## src/rtl/ysyx_25070198_csr_exec.sv

```systemverilog
// Zicsr executor: reads the addressed CSR, then optionally writes RW/RS/RC of the operand back.
// Latency: accept->out_valid is 3 cycles with a write, 2 without, 1 for a bad funct3.
// Backpressure: one op in flight; in_ready only in IDLE, result held in RESP until out_ready.
module ysyx_25070198_csr_exec #(
    parameter bit RO_CHECK = 1'b1
) (
    input  logic        clock,
    input  logic        reset,
    input  logic        in_valid,
    output logic        in_ready,
    input  logic [2:0]  in_funct3,
    input  logic [11:0] in_addr,
    input  logic [31:0] in_rs1,
    input  logic [4:0]  in_uimm,
    output logic        csr_wen,
    output logic [11:0] csr_addr,
    output logic [31:0] csr_wdata,
    input  logic [31:0] csr_rdata,
    output logic        out_valid,
    input  logic        out_ready,
    output logic [31:0] out_rdata,
    output logic        out_illegal
);

    typedef enum logic [1:0] {
        IDLE  = 2'd0,
        READ  = 2'd1,
        WRITE = 2'd2,
        RESP  = 2'd3
    } state_t;

    state_t      state;
    logic [1:0]  op_q;        // funct3[1:0]: 01 RW, 10 RS, 11 RC
    logic [31:0] opnd_q;      // rs1 value or zero-extended zimm
    logic        do_write_q;
    logic [31:0] new_val;
    logic        ro_hit;

    // csr_addr doubles as the latched address, so the read-only test looks at it directly
    assign ro_hit = RO_CHECK && (csr_addr[11:10] == 2'b11);

    // Write-back value built from the value being sampled in READ, never a later re-read
    always_comb begin
        new_val = opnd_q;
        case (op_q)
            2'b01:   new_val = opnd_q;
            2'b10:   new_val = csr_rdata | opnd_q;
            2'b11:   new_val = csr_rdata & ~opnd_q;
            default: new_val = opnd_q;
        endcase
    end

    // Single FSM; every output is a register so nothing downstream sees combinational paths
    always_ff @(posedge clock or negedge reset) begin
        if (!reset) begin
            state       <= IDLE;
            in_ready    <= 1'b1;
            csr_wen     <= 1'b0;
            csr_addr    <= 12'h000;
            csr_wdata   <= 32'h0;
            out_valid   <= 1'b0;
            out_rdata   <= 32'h0;
            out_illegal <= 1'b0;
            op_q        <= 2'b00;
            opnd_q      <= 32'h0;
            do_write_q  <= 1'b0;
        end else begin
            case (state)
                IDLE: begin
                    if (in_valid && in_ready) begin
                        in_ready   <= 1'b0;
                        csr_addr   <= in_addr;
                        op_q       <= in_funct3[1:0];
                        opnd_q     <= in_funct3[2] ? {27'b0, in_uimm} : in_rs1;
                        // RW always writes; set/clear only when the rs1 field is non-zero
                        do_write_q <= (in_funct3[1:0] == 2'b01) || (in_uimm != 5'd0);
                        if (in_funct3[1:0] == 2'b00) begin
                            out_illegal <= 1'b1;
                            out_rdata   <= 32'h0;
                            out_valid   <= 1'b1;
                            state       <= RESP;
                        end else begin
                            state <= READ;
                        end
                    end
                end
                READ: begin
                    out_rdata <= csr_rdata;
                    if (do_write_q && ro_hit) begin
                        out_illegal <= 1'b1;
                        out_valid   <= 1'b1;
                        state       <= RESP;
                    end else if (do_write_q) begin
                        csr_wen   <= 1'b1;
                        csr_wdata <= new_val;
                        state     <= WRITE;
                    end else begin
                        out_valid <= 1'b1;
                        state     <= RESP;
                    end
                end
                WRITE: begin
                    csr_wen   <= 1'b0;
                    out_valid <= 1'b1;
                    state     <= RESP;
                end
                RESP: begin
                    if (out_ready) begin
                        out_valid   <= 1'b0;
                        out_illegal <= 1'b0;
                        in_ready    <= 1'b1;
                        csr_addr    <= 12'h000;
                        state       <= IDLE;
                    end
                end
                default: state <= IDLE;
            endcase
        end
    end

endmodule

```

## config.mk

```make
export PLATFORM = sky130hd
export DESIGN_NAME = ysyx_25070198_csr_exec
export DESIGN_NICKNAME = d
export VERILOG_FILES = /design/src/rtl/ysyx_25070198_csr_exec.sv
export SDC_FILE = /design/constraint.sdc
export NUM_CORES = 1
export LEC_CHECK = 0
export CORE_MARGIN = 1
export CORE_UTILIZATION = 51
export CTS_BUF_LIST = sky130_fd_sc_hd__clkbuf_2 sky130_fd_sc_hd__clkbuf_4 sky130_fd_sc_hd__clkbuf_8
export CTS_CLUSTER_DIAMETER = 40
export DETAILED_ROUTE_END_ITERATION = 6
export PLACE_DENSITY = 0.93
export SETUP_SLACK_MARGIN = 0.02
export SYNTH_ARGS = -nofsm -noshare
export SYNTH_HDL_FRONTEND = slang
export SYNTH_SLANG_ARGS = --single-unit
```

## constraint.sdc

```tcl
create_clock -name clock -period 4.65 [get_ports clock]
set_clock_uncertainty 0.1 [all_clocks]
set_input_delay 1.395 -clock clock [delete_from_list [all_inputs] [get_ports clock]]
set_output_delay 1.395 -clock clock [all_outputs]
set_load 0.05 [all_outputs]
```

## Word level (Yosys, flattened, before mapping)

Cells that the tools add are included.

| storage, ports and cells | value |
|---|---|
| register bits | 117 |
| input port bits | 88 |
| output and inout port bits | 80 |

| operators by class | value |
|---|---|
| equal/unequal tests | 14 |
| multiplexer cells | 28 |
| bitwise operators | 4 |
| reduce and logical (&&, ||, !) cells | 18 |

Operators by type and width:

| cell | count |
|---|---|
| $pmux 32 s2 | 2 |
| $mux 32 | 3 |
| $and 32x32->32 | 1 |
| $not 32->32 | 1 |
| $or 32x32->32 | 1 |
| $mux 12 | 2 |
| $pmux 12 s2 | 1 |
| $mux 1 | 12 |
| $ne 2x2->1 const B | 6 |
| $reduce_and 3->1 | 4 |
| $eq 2x2->1 const B | 5 |
| $pmux 2 s4 | 1 |
| $mux 2 | 3 |
| $reduce_bool 2->1 | 3 |
| $reduce_and 5->1 | 1 |
| $reduce_bool 5->1 | 1 |
| $eq 2x1->1 const B | 2 |
| $logic_not 2->1 | 2 |
| $pmux 1 s2 | 2 |
| $pmux 1 s4 | 1 |
| $reduce_and 2->1 | 2 |
| $reduce_and 4->1 | 1 |
| $ne 3x3->1 const B | 1 |
| $pmux 1 s3 | 1 |
| other kinds (4) | 5 |

## Logic depth before layout (Yosys ltp)

Gate-level depths: netlist of run 1.

| depth | value |
|---|---|
| depth after elaboration | 4 |
| gate-level depth with buffers | 7 |
| depth with buffers taken out | 6 |

## Worst setup path before layout of run 1

No wires, ideal clock.

| timing path | value |
|---|---|
| path kind | input to register |
| from | input in_valid |
| to | register csr_addr[0] |
| setup time | 0.121 ns |
| arrival | 2.214 ns |
| required time | 4.429 ns |
| setup slack | 2.216 ns |
| cell stages on the path | 5 |
| cell sequence | nand2_2 a21oi_2 o21ai_1 buf_2 a22o_1 |

| on the way | value |
|---|---|
| longest elaborated chain between the ends | 3 |

Ends and longest elaborated chain:

| item | RTL line | source |
|---|---|---|
| from (decl) | 9 | `input logic in_valid,` |
| $logic_and 1x1->1 | 70 | `if (in_valid && in_ready) begin` |
| $ne 2x2->1 (no line) | -- |  |
| $reduce_and 3->1 (no line) | -- |  |
| to (signal assigned) | 72 | `csr_addr <= in_addr;` |
| to (decl) | 16 | `output logic [11:0] csr_addr,` |

No other way between the ends.
A chain may end at the register's enable or synchronous reset.

## Worst setup path after layout of run 1

| timing path | value |
|---|---|
| from | register in_ready |
| to | output in_ready |

RTL lines:

| item | RTL line | source |
|---|---|---|
| from (decl) | 10 | `output logic in_ready,` |
| from (signal assigned) | 57 | `in_ready <= 1'b1;` |
| from (signal assigned) | 71 | `in_ready <= 1'b0;` |
| from (signal assigned) | 111 | `in_ready <= 1'b1;` |

No word-level cell between the ends.

==> run summary, run 1 <==
run status -> complete, no violations
Worst-Margin Slew -> 1.30 ns
post-synth net total -> 531
Worst Setup EP -> in_ready
Setup Buffers After CTS -> 0
Clk network pwr share -> 18.5%
Setup TNS Final -> 0 ns
syn_area_per_cell -> 11.4 um2
#FFs+latches synth -> 117
I/O pin total -> 168
startpoint types -> flop
Reg-to-Reg Start -> op_q[1]
initial antenna violation count -> 0
Diodes inserted -> 0
Hold Violations, Final -> 0
reg2reg setup slack -> 1.99 ns
largest net degree at the start of global routing -> 80
Critical path buffers and inverters -> 1
fin util -> 76.1%
Sw Share -> 45.3%
fin. max-slew vios -> 0
switching pwr -> 2.45 mW
fill count -> 617
HPWL after DPL -> 8710 um
Sequential Power Share -> 32.5%
largest fanout on the critical path -> 5
Setup crit end kind -> output port
Starting Density -> 53.2%
crit path cell chain -> clkdlybuf4s50_1
Root Buffer Master -> clkbuf_8
hold depth -> 1
Core Rows -> 35
GRT Resource Usage Total -> 27.1%
Total Routed Length -> 13100 um
Achievable Freq -> 0.302 GHz
max-cap check violation count -> 0
post_cts resized -> 0
Combinational Power Share -> 49.0%
Cell Int Power -> 2.96 mW
Via-to-Cell Ratio -> 5.58
fin cells -> 739
Core ar. -> 9370 um2
Slew HR -> 13.6%
Reg-to-Reg End -> csr_wdata[25]
most common cell after layout, fill and taps aside -> clkdlybuf4s50_1
RSZ-0062 raised after global routing -> false
Power, Total -> 5.41 mW
GP Congestion -> 0.876
post-route design area -> 7130 um2
Max VDD drop -> 0.000636 V
Clock transition at path regs -> 0.07 ns
min cycle time layout -> 3.31 ns
Post-Place Cells -> 707
CTS tree -> done
mapped cell area -> 4980 um2
Hold Crit Class -> flop to flop
Post-CTS Hold Buffers -> 0
insertion delay to the later sink of the worst-skew pair -> 0.42 ns
DR DRC count -> 0
area grow syn2layout -> 43.1%
Final ANT Viol Nets -> 0
Die H -> 101 um
fin nets -> 690
Distinct cells, synth -> 35
critical path arrival -> 1.81 ns
Slowest-stage cell, CP -> clkdlybuf4s50_1
Syn Inst Count -> 438
Setup-failing EPs final -> 0
critical path depth -> 1
iteration count of the initial detailed-routing pass -> 4
CTS H-tree depth -> 4
FF-to-FF path depth -> 4
Vias -> 4122
DR WL/cell -> 17.7 um
Cell Area, Placed -> 6700 um2
grt total ovfl -> 0
most frequent cells in the layout -> 166 x clkdlybuf4s50_1, 116 x dfrtp_1, 44 x a22o_1
die area -> 10200 um2
Max Buffers Root-to-Sink -> 2
layout cell share with drive strength beyond 1 -> 8.36%
Req. time, crit path -> 3.15 ns
Iter 0 DRT Violations -> 161
IO Port Bufs -> 167
sequential fraction of the synthesis area -> 58.8%
number of global-route vias before repair -> 4201
pwr/cell area -> 758 nW/um2
first-pass GRT wire length -> 20800 um
Synth warnings -> 0
critical path type -> flop to output port
Tcrit/Tclk final -> 71.2%
CTS Buf Count -> 17
Leak -> 3.27 nW
CP max stage delay -> 0.81 ns
CTS sink cnt -> 117
delay-heaviest family, CP -> buffers and inverters
die width -> 101 um
origin of the worst setup path -> in_ready
-- area by class of cell --
type                       instances  area, um2  share of cell area, %
tap                              129        161                   2.26
sequential                       117       2930                   41.1
timing repair buffer             174       1720                   24.1
clock buffer                      19        262                   3.67
multi-input combinational        281       1870                   26.1
inverter                           6       22.5                  0.316
clock inverter                    13        173                   2.42
-- kinds of logic after synthesis --
logic type | after synthesis | share of synthesized area (%)
buf+inv | 40 | 4.17
compound gates | 186 | 25.8
fa+ha+maj | 5 | 1.26
mux | 9 | 1.86
flops | 117 | 58.8
simple gates | 81 | 8.13
-- power groups by stage --
stage               registers, mW  clock network, mW  logic [mW]
finish                       1.76              0.998        2.65
global route                 1.80               1.07        2.80
CTS                          1.75               1.01        2.66
detailed placement           1.76                  0        2.65
global placement             1.74                  0        2.56
floorplan                    2.62                  0       0.914
-- synth_stat cells, drive strengths merged --
library cell	number	area, um2
and2	2	12.5
nor2b	2	12.5
o21ai	35	175
ha	5	62.6
a2bb2oi	1	8.76
dfstp	1	26.3
inv	6	22.5
a22oi	1	7.51
a21oi	37	193
a21o	32	240
nand3	4	20.0
or4	1	7.51
nand2b	27	169
dfrtp	116	2900
o31ai	1	12.5
a211oi	32	240
mux2	2	22.5
nor2	3	11.3
mux2i	7	70.1
buf	18	125
o2bb2ai	1	8.76
o2111ai	1	8.76
clkbuf	16	60.1
nor3	3	15.0
a22o	44	385
nor4	1	12.5
nand2	38	145
a21boi	1	7.51
-- worst min path at each step --
stage	to	start
finish	csr_wdata[16]	csr_wdata[16]
global route	csr_wdata[10]	csr_wdata[10]
CTS	csr_wdata[16]	csr_wdata[16]
detailed placement	csr_wdata[16]	csr_wdata[16]
global placement	csr_wdata[31]	csr_wdata[31]
floorplan	op_q[0]	op_q[0]
-- metrics by stage --
stage,worst slack [ns],hold WS (ns)
6_report,1.34,0.378
5_1_grt,1.29,0.392
4_1_cts,1.32,0.380
3_5_place_dp,1.04,0.365
3_3_place_gp,1.14,0.358
2_1_floorplan,2.22,0.371
-- metal layers --
layer	wire length [um]	global-route usage (%)	share of wire (%)	up-vias
met5	0	0	0	-
met4	106	9.25	0.81	0
met3	842	7.84	6.4	13
met2	6800	46.0	52	160
met1	5360	33.2	41	2040
li1	-	-	-	1909
-- flip-flops by register name, indices dropped and copies added, names as in the netlist --
signal and flops:
out_valid 1, out_illegal 1, in_ready 1, op_q 2, opnd_q 32, csr_wen 1, state 2, csr_addr 12
csr_wdata 32, out_rdata 32, do_write_q 1
(Power assumes the default switching activity.)
==> run 2, diff against run 1 <==
--- a/config.mk
+++ b/config.mk
@@ -6,11 +6,11 @@
 export NUM_CORES = 1
 export LEC_CHECK = 0
 export CORE_MARGIN = 1
-export CORE_UTILIZATION = 51
+export CORE_UTILIZATION = 43
 export CTS_BUF_LIST = sky130_fd_sc_hd__clkbuf_2 sky130_fd_sc_hd__clkbuf_4 sky130_fd_sc_hd__clkbuf_8
 export CTS_CLUSTER_DIAMETER = 40
 export DETAILED_ROUTE_END_ITERATION = 6
-export PLACE_DENSITY = 0.93
+export PLACE_DENSITY = 0.84
 export SETUP_SLACK_MARGIN = 0.02
 export SYNTH_ARGS = -nofsm -noshare
 export SYNTH_HDL_FRONTEND = slang
==> constraint.sdc (replaced) <==
create_clock -name clock -period 3 [get_ports clock]
set_clock_uncertainty 0.1 [all_clocks]
set_input_delay 0.9 -clock clock [delete_from_list [all_inputs] [get_ports clock]]
set_output_delay 0.9 -clock clock [all_outputs]
set_load 0.05 [all_outputs]
==> run 2 against run 1 <==
  * First-iteration DRC count up 40%
  * Global-route usage down 3.7 points
  * Setup slack worse by 1.2 ns
  * Worst hold slack worse by 0.13 ns
  * Non-clock buffer count up 4
  * Register-to-register slack worse by 1.2 ns
  * Cell area up 0.74%
  * Sequential power up 51%
  * Clock power up 52%
  * Clock-buffer cell count down 1
  * Die area up 18%
  * Critical endpoint unchanged
  * Largest cell class unchanged
==> run summary, run 2 (synthesis results as in run 1) <==
layout cell share with drive strength beyond 1 -> 8.96% (+0.60 points)
CTS tree -> done
fill count -> 879 (+42%)
Core Rows -> 38 (+8.6%)
Leak -> 3.29 nW (+0.52%)
Iter 0 DRT Violations -> 226 (+40%)
Root Buffer Master -> clkbuf_8
most frequent cells in the layout -> 166 x clkdlybuf4s50_1, 116 x dfrtp_1, 44 x a22o_1
Clock transition at path regs -> 0.08 ns (about the same)
largest fanout on the critical path -> 5 (unchanged)
post_cts resized -> 0 (unchanged)
FF/Latch Area -> 2930 um2 (unchanged)
Setup Buffers After CTS -> 0 (unchanged)
max-cap check violation count -> 0 (unchanged)
Max VDD drop -> 0.000714 V (+12%)
Hold Crit Class -> primary input to async pin
fin nets -> 694 (+0.58%)
Slew HR -> 37.0% (+23 points)
Die H -> 110 um (+8.7%)
first-pass GRT wire length -> 21000 um (+0.93%)
area grow syn2layout -> 44.2%
initial antenna violation count -> 0 (unchanged)
multi-input logic area -> 1870 um2 (unchanged)
pwr/cell area -> 1170 nW/um2 (+54%)
number of global-route vias before repair -> 4236 (+0.83%)
CP max stage delay -> 0.82 ns (about the same)
Core ar. -> 11100 um2 (+18%)
GP Congestion -> 0.833 (-5.0%)
Hold Violations, Final -> 0 (unchanged)
grt total ovfl -> 0 (unchanged)
RSZ-0062 raised after global routing -> false
run status -> complete, no violations
die area -> 12000 um2 (+18%)
Req. time, crit path -> 2.00 ns (-1.15 ns)
IO Port Bufs -> 167 (unchanged)
Max Buffers Root-to-Sink -> 2 (unchanged)
fin. max-slew vios -> 0 (unchanged)
startpoint types -> flop
Cell Area, Placed -> 6770 um2 (+1.0%)
Slowest-stage cell, CP -> clkdlybuf4s50_1
delay-heaviest family, CP -> buffers and inverters
Tcrit/Tclk final -> 94.6%
DR WL/cell -> 17.6 um (-0.90%)
Setup crit end kind -> output port
post-route design area -> 7190 um2 (+0.74%)
critical path type -> flop to output port
Achievable Freq -> 0.352 GHz
die width -> 110 um (+8.7%)
Diodes inserted -> 0 (unchanged)
CTS Buf Count -> 17 (unchanged)
Worst-Margin Slew -> 0.942 ns (-0.354 ns)
largest net degree at the start of global routing -> 65 (-19%)
Vias -> 4164 (+1.0%)
biggest regs -> csr_wdata: 32 flops, opnd_q: 32 flops, out_rdata: 32 flops
Setup TNS Final -> 0 ns (unchanged)
CTS H-tree depth -> 4 (unchanged)
Critical path buffers and inverters -> 1 (unchanged)
Via-to-Cell Ratio -> 5.52 (-0.99%)
Post-CTS Hold Buffers -> 0 (unchanged)
Total Routed Length -> 13200 um (+1.1%)
critical path arrival -> 1.84 ns (+0.03 ns)
Starting Density -> 45.0% (-8.2 points)
insertion delay to the later sink of the worst-skew pair -> 0.43 ns (about the same)
iteration count of the initial detailed-routing pass -> 4 (unchanged)
Setup-failing EPs final -> 0 (unchanged)
HPWL after DPL -> 9260 um (+6.4%)
GRT Resource Usage Total -> 23.4% (-3.7 points)
min cycle time layout -> 2.84 ns
DR DRC count -> 0 (unchanged)
crit path cell chain -> clkdlybuf4s50_1
fin util -> 64.9% (-11 points)
Final ANT Viol Nets -> 0 (unchanged)
CTS sink cnt -> 117 (unchanged)
I/O pin total -> 168 (unchanged)
most common cell after layout, fill and taps aside -> clkdlybuf4s50_1
-- run 2: cell types whose count changed in the layout (fill, tap and decap cells not counted), sizes merged --
cell	previous run	this run
clkinvlp	4	5
inv	9	10
clkbuf	19	18
clkinv	3	2
buf	8	12
-- run 2: report_power, final --
group | switching (mW) | total [mW] | internal (mW)
combinational | 2.69 | 4.22 | 1.52
clock | 0.678 | 1.52 | 0.839
sequential | 0.437 | 2.65 | 2.22
total | 3.81 | 8.39 | 4.58
-- run 2: cell type report --
class	count	area share, %
sequential	117	40.8
inverter	6	0.313
tap	140	2.44
timing repair buffer	178	24.7
clock inverter	14	2.45
clock buffer	18	3.36
multi-input combinational	281	26.0
-- run 2: metal layers --
metal	vias to the layer above	GRT usage, %	routed length [um]
li1	1916	-	-
met1	2060	27.9	5390
met2	167	40.0	6700
met3	21	8.00	977
met4	0	6.86	177
met5	-	0	0
-- run 2: stage by stage --
step                      setup WS (ns)  std cells  power [mW]  hold slack (ns)
final                             0.163        754        8.39            0.252
after global routing              0.110        754        8.82            0.233
after CTS                         0.149        754        8.42            0.245
after detailed placement          0.228        722        6.88            0.370
after global placement            0.353        722        6.74            0.364
after floorplan                    1.06        438        5.48            0.371
-- run 2: worst paths after layout --
| check | startpoint | to | slack [ns] | depth (start not counted) |
|---|---|---|---|---|
| worst max-delay path | in_ready | in_ready | 0.16 | 1 |
| worst min-delay path | reset | csr_addr[5] | 0.25 | 1 |
| worst max register to register | state[1] | csr_wdata[25] | 0.75 | 7 |
| worst min register to register | csr_wdata[26] | csr_wdata[26] | 0.38 | 1 |
| max in group asynchronous | reset | opnd_q[21] | 1.82 | 2 |
| min in group clock | csr_wdata[26] | csr_wdata[26] | 0.38 | 1 |
-- run 2: worst register-to-register path, stage by stage, from the launching register on --
cell	delay, ns
dfrtp_1	0.43
inv_1	0.11
ha_1	0.29
nand3_2	0.24
buf_4	0.45
buf_4	0.30
a211oi_1	0.07
a21o_1	0.17
==> run 3, diff against run 2 <==
--- a/config.mk
+++ b/config.mk
@@ -5,12 +5,13 @@
 export SDC_FILE = /design/constraint.sdc
 export NUM_CORES = 1
 export LEC_CHECK = 0
+export ABC_AREA = 1
 export CORE_MARGIN = 1
 export CORE_UTILIZATION = 43
 export CTS_BUF_LIST = sky130_fd_sc_hd__clkbuf_2 sky130_fd_sc_hd__clkbuf_4 sky130_fd_sc_hd__clkbuf_8
 export CTS_CLUSTER_DIAMETER = 40
 export DETAILED_ROUTE_END_ITERATION = 6
-export PLACE_DENSITY = 0.84
+export PLACE_DENSITY = 0.83
 export SETUP_SLACK_MARGIN = 0.02
 export SYNTH_ARGS = -nofsm -noshare
 export SYNTH_HDL_FRONTEND = slang
==> run 3 against run 2 <==
  * Via count grew 17%
  * Sequential power shrank 2%
  * Global-route usage grew 0.62 points
  * Die area grew 5.6%
  * Synthesized area grew 5.7%
  * First-iteration DRC count grew 41%
  * Critical endpoint unchanged
==> run summary, run 3 <==
run status -> complete, no violations
critical path type -> flop to output port
post_cts resized -> 0 (unchanged)
GRT Resource Usage Total -> 24.0% (+0.62 points)
fin util -> 62.2% (-2.7 points)
Leak -> 3.51 nW (+6.8%)
critical path arrival -> 1.79 ns (-0.05 ns)
FF-to-FF path depth -> 7 (unchanged)
I/O pin total -> 168 (unchanged)
Slew HR -> 37.2% (+0.13 points)
fin cells -> 946 (+25%)
ranking of synthesized cells by area -> dfrtp_1 55%, nand2_1 14%, nand3_1 10%
critical path depth -> 1 (unchanged)
Max VDD drop -> 0.000592 V (-17%)
Setup TNS Final -> 0 ns (unchanged)
Root Buffer Master -> clkbuf_8
Worst-Margin Slew -> 0.941 ns (-0.000857 ns)
Setup crit end kind -> output port
area grow syn2layout -> 41.3%
Starting Density -> 44.0% (-0.96 points)
sequential fraction of the synthesis area -> 55.6% (-3.2 points)
hold path startpoint -> out_rdata[13]
origin of the worst setup path -> in_ready
HPWL after DPL -> 9510 um (+2.7%)
Hold Crit Class -> flop to flop
Tcrit/Tclk final -> 93.1% (-1.5 points)
RSZ-0062 raised after global routing -> false
biggest regs -> csr_wdata: 32 flops, opnd_q: 32 flops, out_rdata: 32 flops
crit path cell chain -> clkdlybuf4s50_1
max-cap check violation count -> 0 (unchanged)
initial antenna violation count -> 0 (unchanged)
number of synthesized flops with an enable pin -> 0 (unchanged)
Req. time, crit path -> 2.00 ns (about the same)
post-route design area -> 7440 um2 (+3.6%)
Reg-to-Reg Start -> state[1]
Cell Area, Placed -> 7020 um2 (+3.6%)
fin. max-slew vios -> 0 (unchanged)
iteration count of the initial detailed-routing pass -> 5 (+1)
commonest cells in the netlist -> 191 x nand2_1, 116 x dfrtp_1, 108 x nand3_1
layout cell share with drive strength beyond 1 -> 7.13% (-1.8 points)
CTS Buf Count -> 17 (unchanged)
post-synthesis async set-or-reset flop share -> 100% (unchanged)
Synth warnings -> 0 (unchanged)
grt total ovfl -> 0 (unchanged)
Diodes inserted -> 0 (unchanged)
multi-input logic area -> 1890 um2 (+1.3%)
Die H -> 113 um (+2.7%)
largest fanout on the critical path -> 4 (-1)
Post-CTS Hold Buffers -> 0 (unchanged)
CTS tree -> done
syn_area_per_cell -> 8.44 um2 (-26%)
fin nets -> 879 (+27%)
post-synth top area share -> 55.1% (-3.1 points)
Vias -> 4859 (+17%)
worst hold margin -> 0.373 ns (+0.122 ns)
Distinct cells, synth -> 25 (-29%)
mapped cell area -> 5270 um2 (+5.7%)
post-synth net total -> 717 (+35%)
DR WL/cell -> 15.2 um (-14%)
Slowest-stage cell, CP -> clkdlybuf4s50_1
startpoint types -> flop
largest net degree at the start of global routing -> 47 (-28%)
most common cell after layout, fill and taps aside -> nand2_1
CTS H-tree depth -> 4 (unchanged)
Critical path buffers and inverters -> 1 (unchanged)
fill count -> 989 (+13%)
Main synth FF type -> dfrtp_1
Reg-to-Reg End -> csr_wdata[10]
Core Rows -> 40 (+5.3%)
Total Routed Length -> 14300 um (+8.2%)
Post-Place Cells -> 914 (+27%)
DR DRC count -> 0 (unchanged)
Max Buffers Root-to-Sink -> 2 (unchanged)
die area -> 12700 um2 (+5.6%)
CP max stage delay -> 0.80 ns (-0.02 ns)
pwr/cell area -> 1190 nW/um2 (+1.6%)
Final ANT Viol Nets -> 0 (unchanged)
Synth area leader -> dfrtp_1
number of global-route vias before repair -> 4844 (+14%)
Clock transition at path regs -> 0.07 ns (about the same)
die width -> 113 um (+2.7%)
IO Port Bufs -> 167 (unchanged)
Setup Buffers After CTS -> 0 (unchanged)
Worst Setup EP -> in_ready
Core ar. -> 12000 um2 (+8.0%)
#FFs+latches synth -> 117 (unchanged)
insertion delay to the later sink of the worst-skew pair -> 0.42 ns (about the same)
most frequent cells in the layout -> 191 x nand2_1, 166 x clkdlybuf4s50_1, 116 x dfrtp_1
reg2reg setup slack -> 0.83 ns (+0.08 ns)
Syn Inst Count -> 624 (+42%)
min cycle time layout -> 2.79 ns (-0.0458 ns)
Achievable Freq -> 0.358 GHz (+1.6%)
GP Congestion -> 0.872 (+4.7%)
CTS sink cnt -> 117 (unchanged)
Setup-failing EPs final -> 0 (unchanged)
Via-to-Cell Ratio -> 5.14 (-7.0%)
delay-heaviest family, CP -> buffers and inverters
first-pass GRT wire length -> 23700 um (+13%)
count leader, synth -> nand2_1
FF/Latch Area -> 2930 um2 (unchanged)
Hold Violations, Final -> 0 (unchanged)
Iter 0 DRT Violations -> 318 (+41%)
==> run 3: metrics by stage <==
stage               setup slack [ns]  total power [mW]
global route                   0.146              9.41
global placement               0.410              7.18
detailed placement             0.341              7.27
CTS                            0.178              8.88
finish                         0.208              8.82
floorplan                       1.12              5.79
==> run 3: how the worst min path moves through the flow <==
stage,slack (ns),end,depth (start not counted)
after floorplan,0.35,op_q[0],2
after global placement,0.36,out_rdata[10],2
after detailed placement,0.36,out_rdata[7],2
after CTS,0.38,out_rdata[8],1
after global routing,0.39,out_rdata[7],2
final,0.37,out_rdata[13],2
==> run 3: final cells by class <==
| class | instances | share of cell area (%) |
|---|---|---|
| inverter | 59 | 2.98 |
| clock inverter | 10 | 2.08 |
| sequential | 117 | 39.4 |
| tap | 147 | 2.47 |
| multi-input combinational | 411 | 25.4 |
| clock buffer | 22 | 3.65 |
| timing repair buffer | 180 | 24.1 |
==> run 3: worst register-to-register path: cells and delay by family, from the launching register on <==
family | cells | cell delay (ns)
fa+ha+maj | 1 | 0.48
buf+inv | 3 | 0.58
flops | 1 | 0.41
simple gates | 3 | 0.52
==> run 3: metal layers <==
metal  track usage (%)  vias up  wire (um)
li1                  -     2335          -
met1              31.1     2294       6190
met2              39.1      215       6860
met3              6.32       15       1140
met4              8.09        0        138
met5                 0        -          0
==> run 3: power breakdown <==
group / internal [mW] / switching (mW)
Combinational: 1.46 / 3.21
Clock: 0.945 / 0.623
Sequential: 2.25 / 0.334
==> run 3: cells by family after synthesis <==
kind of cell	synth area share [%]
buffers and inverters	8.57
AO/OA/AOI/OAI	9.14
adder cells (fa/ha/maj)	1.19
flip-flops	55.6
AND/OR/NAND/NOR	25.5
